<file path="src/rtl/memory_tank_scheduler_if.sv">
// Request/response bundle between store control and the mercury-tank scheduler.
// The store control logic uses the master side; the scheduler uses the slave side.
interface memory_tank_scheduler_if #(
  parameter int WORD_BITS = 18,
  parameter int WORDS     = 32
);
  localparam int ADDR_W = $clog2(WORDS);
  localparam int DATA_W = 2 * WORD_BITS;

  logic              req_valid;
  logic              req_ready;
  logic              req_write;
  logic              req_long;
  logic [ADDR_W-1:0] req_addr;
  logic [DATA_W-1:0] req_wdata;
  logic              rsp_valid;
  logic              rsp_err;
  logic [DATA_W-1:0] rsp_rdata;

  modport master (
    output req_valid, req_write, req_long, req_addr, req_wdata,
    input  req_ready, rsp_valid, rsp_err, rsp_rdata
  );

  modport slave (
    input  req_valid, req_write, req_long, req_addr, req_wdata,
    output req_ready, rsp_valid, rsp_err, rsp_rdata
  );
endinterface

</file>
<file path="src/rtl/memory_tank_scheduler.sv">
// Bit-serial sequencer for one EDSAC mercury tank: tracks the circulating position and
// splices or captures one short/long word per request. Optional CRT feed: MEMORY_TANK_MONITOR_EN.
module memory_tank_scheduler #(
  parameter int WORD_BITS = 18,
  parameter int WORDS     = 32
) (
  input  logic                     r2_clk,
  input  logic                     r2_rst_n,
  memory_tank_scheduler_if.slave   bus,
  input  logic                     tank_mob,
  output logic                     tank_mib,
  output logic [$clog2(WORDS)-1:0] pos_minor,
  output logic [4:0]               pos_digit,
  output logic                     monitor_bit,
  output logic                     monitor_sync
);

  localparam int ADDR_W = $clog2(WORDS);
  localparam int DATA_W = 2 * WORD_BITS;
  localparam int CNT_W  = $clog2(DATA_W);

  localparam logic [4:0]       DIGIT_LAST = 5'(WORD_BITS - 1);
  localparam logic [CNT_W-1:0] CNT_SHORT  = CNT_W'(WORD_BITS - 1);
  localparam logic [CNT_W-1:0] CNT_LONG   = CNT_W'(DATA_W - 1);

  typedef enum logic [1:0] {
    IDLE,
    WAIT_SLOT,
    XFER,
    DONE
  } state_t;

  state_t state, state_next;

  logic              op_write;
  logic              op_long;
  logic              op_err;
  logic [ADDR_W-1:0] op_addr;
  logic [DATA_W-1:0] shreg;
  logic [DATA_W-1:0] shreg_next;
  logic [CNT_W-1:0]  cnt;
  logic [ADDR_W-1:0] minor_inc;
  logic              digit_wrap;
  logic              slot_next;
  logic              req_bad;

  assign digit_wrap = (pos_digit == DIGIT_LAST);
  assign minor_inc  = pos_minor + ADDR_W'(1);
  // True one cycle ahead of the target slot, so XFER starts exactly on digit 0.
  assign slot_next  = digit_wrap && (minor_inc == op_addr);
  assign req_bad    = bus.req_long && bus.req_addr[0];

  // One register serves both directions: writes shift data out of bit 0,
  // reads shift the emerging bit into the MSB.
  assign shreg_next = {(op_write ? 1'b0 : tank_mob), shreg[DATA_W-1:1]};

  always_ff @(posedge r2_clk or negedge r2_rst_n) begin
    if (!r2_rst_n) begin
      pos_digit <= '0;
      pos_minor <= '0;
    end else if (digit_wrap) begin
      pos_digit <= '0;
      pos_minor <= minor_inc;
    end else begin
      pos_digit <= pos_digit + 5'd1;
    end
  end

  always_ff @(posedge r2_clk or negedge r2_rst_n) begin
    if (!r2_rst_n) begin
      state <= IDLE;
    end else begin
      state <= state_next;
    end
  end

  always_comb begin
    state_next    = state;
    bus.req_ready = 1'b0;
    bus.rsp_valid = 1'b0;
    bus.rsp_err   = 1'b0;
    tank_mib      = tank_mob;
    case (state)
      IDLE: begin
        bus.req_ready = 1'b1;
        if (bus.req_valid) begin
          state_next = req_bad ? DONE : WAIT_SLOT;
        end
      end
      WAIT_SLOT: begin
        if (slot_next) begin
          state_next = XFER;
        end
      end
      XFER: begin
        if (op_write) begin
          tank_mib = shreg[0];
        end
        if (cnt == '0) begin
          state_next = DONE;
        end
      end
      DONE: begin
        bus.rsp_valid = 1'b1;
        bus.rsp_err   = op_err;
        state_next    = IDLE;
      end
      default: state_next = IDLE;
    endcase
  end

  always_ff @(posedge r2_clk or negedge r2_rst_n) begin
    if (!r2_rst_n) begin
      op_write      <= 1'b0;
      op_long       <= 1'b0;
      op_err        <= 1'b0;
      op_addr       <= '0;
      shreg         <= '0;
      cnt           <= '0;
      bus.rsp_rdata <= '0;
    end else begin
      case (state)
        IDLE: begin
          if (bus.req_valid) begin
            op_write <= bus.req_write;
            op_long  <= bus.req_long;
            op_err   <= req_bad;
            op_addr  <= bus.req_addr;
            shreg    <= bus.req_wdata;
          end
        end
        WAIT_SLOT: begin
          if (slot_next) begin
            cnt <= op_long ? CNT_LONG : CNT_SHORT;
          end
        end
        XFER: begin
          shreg <= shreg_next;
          cnt   <= cnt - CNT_W'(1);
          // A short read leaves its word in the upper half; realign it on the final bit.
          if ((cnt == '0) && !op_write) begin
            bus.rsp_rdata <= op_long ? shreg_next
                                     : {{WORD_BITS{1'b0}}, shreg_next[DATA_W-1:WORD_BITS]};
          end
        end
        default: ;
      endcase
    end
  end

`ifdef MEMORY_TANK_MONITOR_EN
  logic frame_start;

  assign frame_start = (pos_minor == '0) && (pos_digit == '0);

  always_ff @(posedge r2_clk or negedge r2_rst_n) begin
    if (!r2_rst_n) begin
      monitor_bit  <= 1'b0;
      monitor_sync <= 1'b0;
    end else begin
      monitor_bit  <= tank_mob;
      monitor_sync <= frame_start;
    end
  end
`else
  assign monitor_bit  = 1'b0;
  assign monitor_sync = 1'b0;
`endif

endmodule

</file>
<file path="src/flat_wrapper.sv">
// flat-port wrapper written by rule: the top's interface ports become plain ports
module memory_tank_scheduler_flat 
#(
  parameter int WORD_BITS = 18,
  parameter int WORDS     = 32
)
  (r2_clk, r2_rst_n, tank_mob, tank_mib, pos_minor, pos_digit, monitor_bit, monitor_sync, bus_req_valid, bus_req_write, bus_req_long, bus_req_addr, bus_req_wdata, bus_req_ready, bus_rsp_valid, bus_rsp_err, bus_rsp_rdata);
  memory_tank_scheduler_if #(.WORD_BITS(WORD_BITS), .WORDS(WORDS)) bus_i ();
  input  logic r2_clk;
  input  logic r2_rst_n;
  input  logic tank_mob;
  output logic tank_mib;
  output logic [$clog2(WORDS)-1:0] pos_minor;
  output logic [4:0] pos_digit;
  output logic monitor_bit;
  output logic monitor_sync;
  input wire logic [$bits(bus_i.req_valid)-1:0] bus_req_valid;
  input wire logic [$bits(bus_i.req_write)-1:0] bus_req_write;
  input wire logic [$bits(bus_i.req_long)-1:0] bus_req_long;
  input wire logic [$bits(bus_i.req_addr)-1:0] bus_req_addr;
  input wire logic [$bits(bus_i.req_wdata)-1:0] bus_req_wdata;
  output wire logic [$bits(bus_i.req_ready)-1:0] bus_req_ready;
  output wire logic [$bits(bus_i.rsp_valid)-1:0] bus_rsp_valid;
  output wire logic [$bits(bus_i.rsp_err)-1:0] bus_rsp_err;
  output wire logic [$bits(bus_i.rsp_rdata)-1:0] bus_rsp_rdata;
  assign bus_i.req_valid = bus_req_valid;
  assign bus_i.req_write = bus_req_write;
  assign bus_i.req_long = bus_req_long;
  assign bus_i.req_addr = bus_req_addr;
  assign bus_i.req_wdata = bus_req_wdata;
  assign bus_req_ready = bus_i.req_ready;
  assign bus_rsp_valid = bus_i.rsp_valid;
  assign bus_rsp_err = bus_i.rsp_err;
  assign bus_rsp_rdata = bus_i.rsp_rdata;
  memory_tank_scheduler #(.WORD_BITS(WORD_BITS), .WORDS(WORDS)) u_core (.r2_clk(r2_clk), .r2_rst_n(r2_rst_n), .bus(bus_i), .tank_mob(tank_mob), .tank_mib(tank_mib), .pos_minor(pos_minor), .pos_digit(pos_digit), .monitor_bit(monitor_bit), .monitor_sync(monitor_sync));
endmodule
</file>
<file path="config.mk">
export PLATFORM = sky130hd
export DESIGN_NAME = memory_tank_scheduler_flat
export DESIGN_NICKNAME = d
export VERILOG_FILES = /design/src/rtl/memory_tank_scheduler_if.sv /design/src/rtl/memory_tank_scheduler.sv /design/src/flat_wrapper.sv
export SDC_FILE = /design/constraint.sdc
export NUM_CORES = 1
export LEC_CHECK = 0
export CAP_MARGIN = 20
export CORE_MARGIN = 4
export CORE_UTILIZATION = 40
export DETAILED_ROUTE_END_ITERATION = 6
export GPL_ROUTABILITY_DRIVEN = 0
export GPL_TIMING_DRIVEN = 1
export PLACE_DENSITY_LB_ADDON = 0.15
export SYNTH_ARGS = -nofsm -noshare
export SYNTH_HDL_FRONTEND = slang
export SYNTH_SLANG_ARGS = --single-unit
</file>
<file path="constraint.sdc">
create_clock -name r2_clk -period 4.3 [get_ports r2_clk]
set_input_delay 0.86 -clock r2_clk [delete_from_list [all_inputs] [get_ports r2_clk]]
set_output_delay 0.86 -clock r2_clk [all_outputs]
set_load 0.005 [all_outputs]
</file>
=== Yosys cells after proc, flatten, opt, wreduce, memory -nomap -nowiden ===
Cells that the tools add are included.

* Register bits: 98
* Output and inout bits: 52

* Add/subtract/negate cells: 3
* Eq/ne operators: 8
* Muxes and demuxes: 18
* Reductions and logical operators: 13

{| class="wikitable"
|+ Operators with widths
! operator !! number
|-
| $mux W36 || 2
|-
| $pmux W36 S2 || 1
|-
| $mux W6 || 2
|-
| $pmux W6 S2 || 1
|-
| $add A5 B1 Y5 const B || 2
|-
| $mux W2 || 4
|-
| $pmux W2 S4 || 1
|-
| $reduce_and A2 Y1 || 4
|-
| $logic_not A6 Y1 || 1
|-
| $mux W1 || 6
|-
| $sub A6 B1 Y6 const B || 1
|-
| $eq A5 B5 Y1 || 1
|-
| $eq A5 B5 Y1 const B || 1
|-
| $mux W5 || 1
|-
| $eq A2 B2 Y1 const B || 2
|-
| $ne A2 B1 Y1 const B || 2
|-
| $reduce_bool A2 Y1 || 2
|-
| $logic_and A1 B1 Y1 || 3
|-
| $reduce_and A3 Y1 || 1
|-
| $eq A2 B1 Y1 const B || 1
|-
| $logic_not A2 Y1 || 1
|-
| $ne A2 B2 Y1 const B || 1
|-
| $logic_not A1 Y1 || 1
|}

=== Logic depth before layout (Yosys ltp) ===
* Depth after elaboration: 5
* Gate-level depth with buffers: 9

=== Least setup slack after synthesis ===
Ideal clock, no wire load.

* Path type: reg-to-output
* Start point: register u_core.state[0]
* End point: output tank_mib
* Arrival time: 1.200 ns
* Path slack: 2.240 ns
* Cell stages (with the launch flop): 6
* Cells stage by stage: dfrtp_1 > inv_1 > ha_1 > buf_2 > nand2_1 > mux2_2

* Cells in the longest elaborated chain, start to end: 2

{| class="wikitable"
|+ RTL lines
! item !! line !! text
|-
| start, declared || memory_tank_scheduler.sv:33 || <nowiki>state_t state, state_next;</nowiki>
|-
| start signal, assigned || memory_tank_scheduler.sv:73 || <nowiki>state <= state_next;</nowiki>
|-
| $eq A2 B2 Y1 || memory_tank_scheduler.sv:83 || <nowiki>case (state)</nowiki>
|-
| $mux W1 || memory_tank_scheduler.sv:83 ||
|-
| end, declared || flat_wrapper.sv:12 || <nowiki>output logic tank_mib;</nowiki>
|}

No other way between the ends.

=== Worst setup path in the final report ===
Ends and elaborated chain as after synthesis.

==> out/qor.txt <==
Slew headroom: 0.357
Initial DRC Count: 143
total wire length: 10600 um
antenna-violating nets left: 0
kind of start point of the critical path: register
Final min period: 3030 ps
mean area per synthesized cell: 10.3 sq um
Post-Synthesis Cells: 445
run status: complete, no violations
Sw Ratio: 0.355
Final Setup Violations: 0
Power, Total: 3.44 mW
Clock power frac: 0.236
share of cells above drive strength 1: 0.0819
Power Dens Cells: 572 mW/mm^2
row count: 38
Seq/Total Area, Yosys: 0.533
number of global-route vias before repair: 3434
Yosys warning count: 0
Max clock buf depth: 2
die area: 0.0133 sq mm
total number of vias: 3461
largest net degree at the start of global routing: 73
part of the power in combinational logic: 0.334
clk_lat worst skew: 340 ps
wire per inst: 15.6 um
number of clock sinks: 98
Post-synth EDFFs: 0
Post-DP HPWL: 7340 um
Final Max Slew Viols: 0
Port Buffers: 96
HP Class: reg2reg
Flop pwr share: 0.430
Worst Setup End Kind: output pin
area grow syn2layout: 30.6%
first-pass detailed-route iteration total: 4
Max Clk Rate: 0.330 GHz
Mapped Area: 0.00460 sq mm
Tightest Pin Transition: 965 ps
TritonCTS clock tree: built
static leakage: 2.58 nW
CTS resizes: 0
first-pass GRT wire length: 17500 um
CTS clk-pin slew, worst paths: 70 ps
Max VDD drop: 0.316 mV
CTS Root Cell: clkbuf_16
initial antenna violation count: 0
Final Cycle Share: 0.706
initial core utilization: 0.417
register bit total from synthesis: 98
critical path peak fanout: 18
grt ovf: 0
P_sw: 1.22 mW
Clock Skew: 9.66 ps
max_cap viols: 0
Async SR Flop Fraction: 1.00
Die X: 115 um
# DRC: 0
library cells used by synthesis: 41
Ports: 99
Arr. time, crit path: 2170 ps
CORE AREA: 0.0110 sq mm
CP Class: reg2out
GR Util All Layers: 0.167
unrepaired setup endpoints after global routing: false
Hold Vio Cnt, Final: 0
antenna cells: 0
Worst Path Required: 3440 ps
htree depth: 3
Vias/cell: 5.11
total CTS buffers: 9
top_reg_cell synth: dfrtp_1
cell internal pwr: 2.22 mW
Final TNS setup: 0 ps
post-CTS setup buffers: 0
DIE HEIGHT: 115 um
Post-layout nets: 588
cts hold-fix bufs: 0
==> worst paths after layout <==
path / slack [ps] / endpoint / cells after the start / start
setup / recovery: 1270 / tank_mib / 5 / u_core.state[0]
hold reg to reg: 480 / u_core.bus.rsp_rdata[8] / 2 / u_core.bus.rsp_rdata[8]
setup reg to reg: 1510 / u_core.bus.rsp_rdata[29] / 7 / u_core.state[0]
max in group asynchronous: 2900 / u_core.shreg[25] / 2 / r2_rst_n
min in group asynchronous: 510 / u_core.pos_digit[3] / 1 / r2_rst_n
hold / removal: 480 / u_core.bus.rsp_rdata[8] / 2 / u_core.bus.rsp_rdata[8]
==> cells in the final DEF, fill, tap and decap left out, types with 2 or more instances in the layout <==
master	count
a21oi_1	3
clkinv_2	2
and3_1	4
nand2_1	97
nor2_1	7
inv_1	7
clkbuf_16	9
xnor2_1	11
o21ai_0	71
conb_1	2
clkdlybuf4s50_1	95
mux2_2	9
nand4_1	3
buf_4	7
nand2b_1	5
nor2b_1	2
buf_12	2
a2bb2oi_1	2
mux2i_1	55
dfrtp_1	97
o41ai_1	2
xor2_1	3
nand3_1	4
o21ai_1	3
ha_1	8
a221o_1	2
nor3_1	3
==> critical path, cell delays in order, from the launching register on <==
cell             delay [ps]
dfrtp_1                 410
inv_1                   110
ha_2                    460
nand2_1                 120
mux2_2                  250
clkdlybuf4s50_1         500
==> Yosys cell counts (2+ instances only) <==
cell type | n | area (sq um)
o41ai_1 | 2 | 17.5
inv_1 | 7 | 26.3
buf_4 | 3 | 22.5
nor2_1 | 7 | 26.3
mux2_2 | 9 | 101
and3_1 | 4 | 25.0
nor2b_1 | 2 | 12.5
clkbuf_1 | 18 | 67.6
o21ai_1 | 3 | 15.0
a21oi_1 | 3 | 15.0
dfrtp_1 | 98 | 2450
nand2_1 | 97 | 364
buf_2 | 6 | 30.0
nand3_1 | 4 | 20.0
a221o_1 | 2 | 20.0
xnor2_1 | 11 | 96.3
a2bb2oi_1 | 2 | 17.5
nand2b_1 | 5 | 31.3
mux2i_1 | 56 | 561
ha_1 | 9 | 113
o21ai_0 | 71 | 355
nand4_1 | 3 | 18.8
xor2_1 | 3 | 26.3
nor3_1 | 3 | 15.0
==> final cells by class <==
cell class                 instances  area [sq um]
multi-input combinational        312          2010
tap                              140           175
sequential                        98          2450
timing repair buffer             104          1040
inverter                           7          26.3
clock buffer                      10           239
clock inverter                     6          65.1
fill                            1022          5020
==> power groups by stage <==
| stage | Sequential [mW] | Combinational [mW] | Clock (mW) |
|---|---|---|---|
| final | 1.48 | 1.15 | 0.811 |
| after floorplan | 1.35 | 0.909 | 0 |
| after global routing | 1.52 | 1.30 | 0.870 |
| after CTS | 1.48 | 1.16 | 0.834 |
| after global placement | 1.49 | 1.10 | 0 |
| after detailed placement | 1.50 | 1.16 | 0 |
==> per-stage QoR <==
step / hold WS [ps] / cells / worst slack (ps) / utilization / area (sq um)
after floorplan: 442 / 446 / 2240 / - / 4600
after global placement: 464 / 659 / 1440 / 0.513 / 5660
after detailed placement: 470 / 660 / 1390 / 0.515 / 5680
after CTS: 484 / 676 / 1240 / 0.543 / 5990
after global routing: 498 / 677 / 1140 / 0.545 / 6010
final: 476 / 677 / 1270 / 0.545 / 6010
==> cell families after synthesis <==
group	after synthesis	share of synthesized area
compound gates	92	0.116
flops	98	0.533
fa+ha+maj	9	0.0245
simple gates	130	0.120
mux	65	0.144
xor+xnor	14	0.0267
buf+inv	36	0.0351
other cells	1	0.000815
==> registers in the layout, summed over array words and instances, names as in the netlist <==
name,cells
u_core.op_write,1
u_core.bus.rsp_rdata,36
u_core.cnt,6
u_core.op_err,1
u_core.pos_digit,5
u_core.shreg,36
u_core.op_addr,5
u_core.pos_minor,5
u_core.op_long,1
u_core.state,2
==> metal layers <==
| metal | track usage | vias up | routed length (um) |
|---|---|---|---|
| met2 | 0.245 | 77 | 4800 |
| met3 | 0.0332 | 12 | 499 |
| met5 | 0 | - | 0 |
| li1 | - | 1708 | - |
| met1 | 0.243 | 1664 | 5120 |
| met4 | 0.0673 | 0 | 165 |
Power figures use the tool's default switching activity.
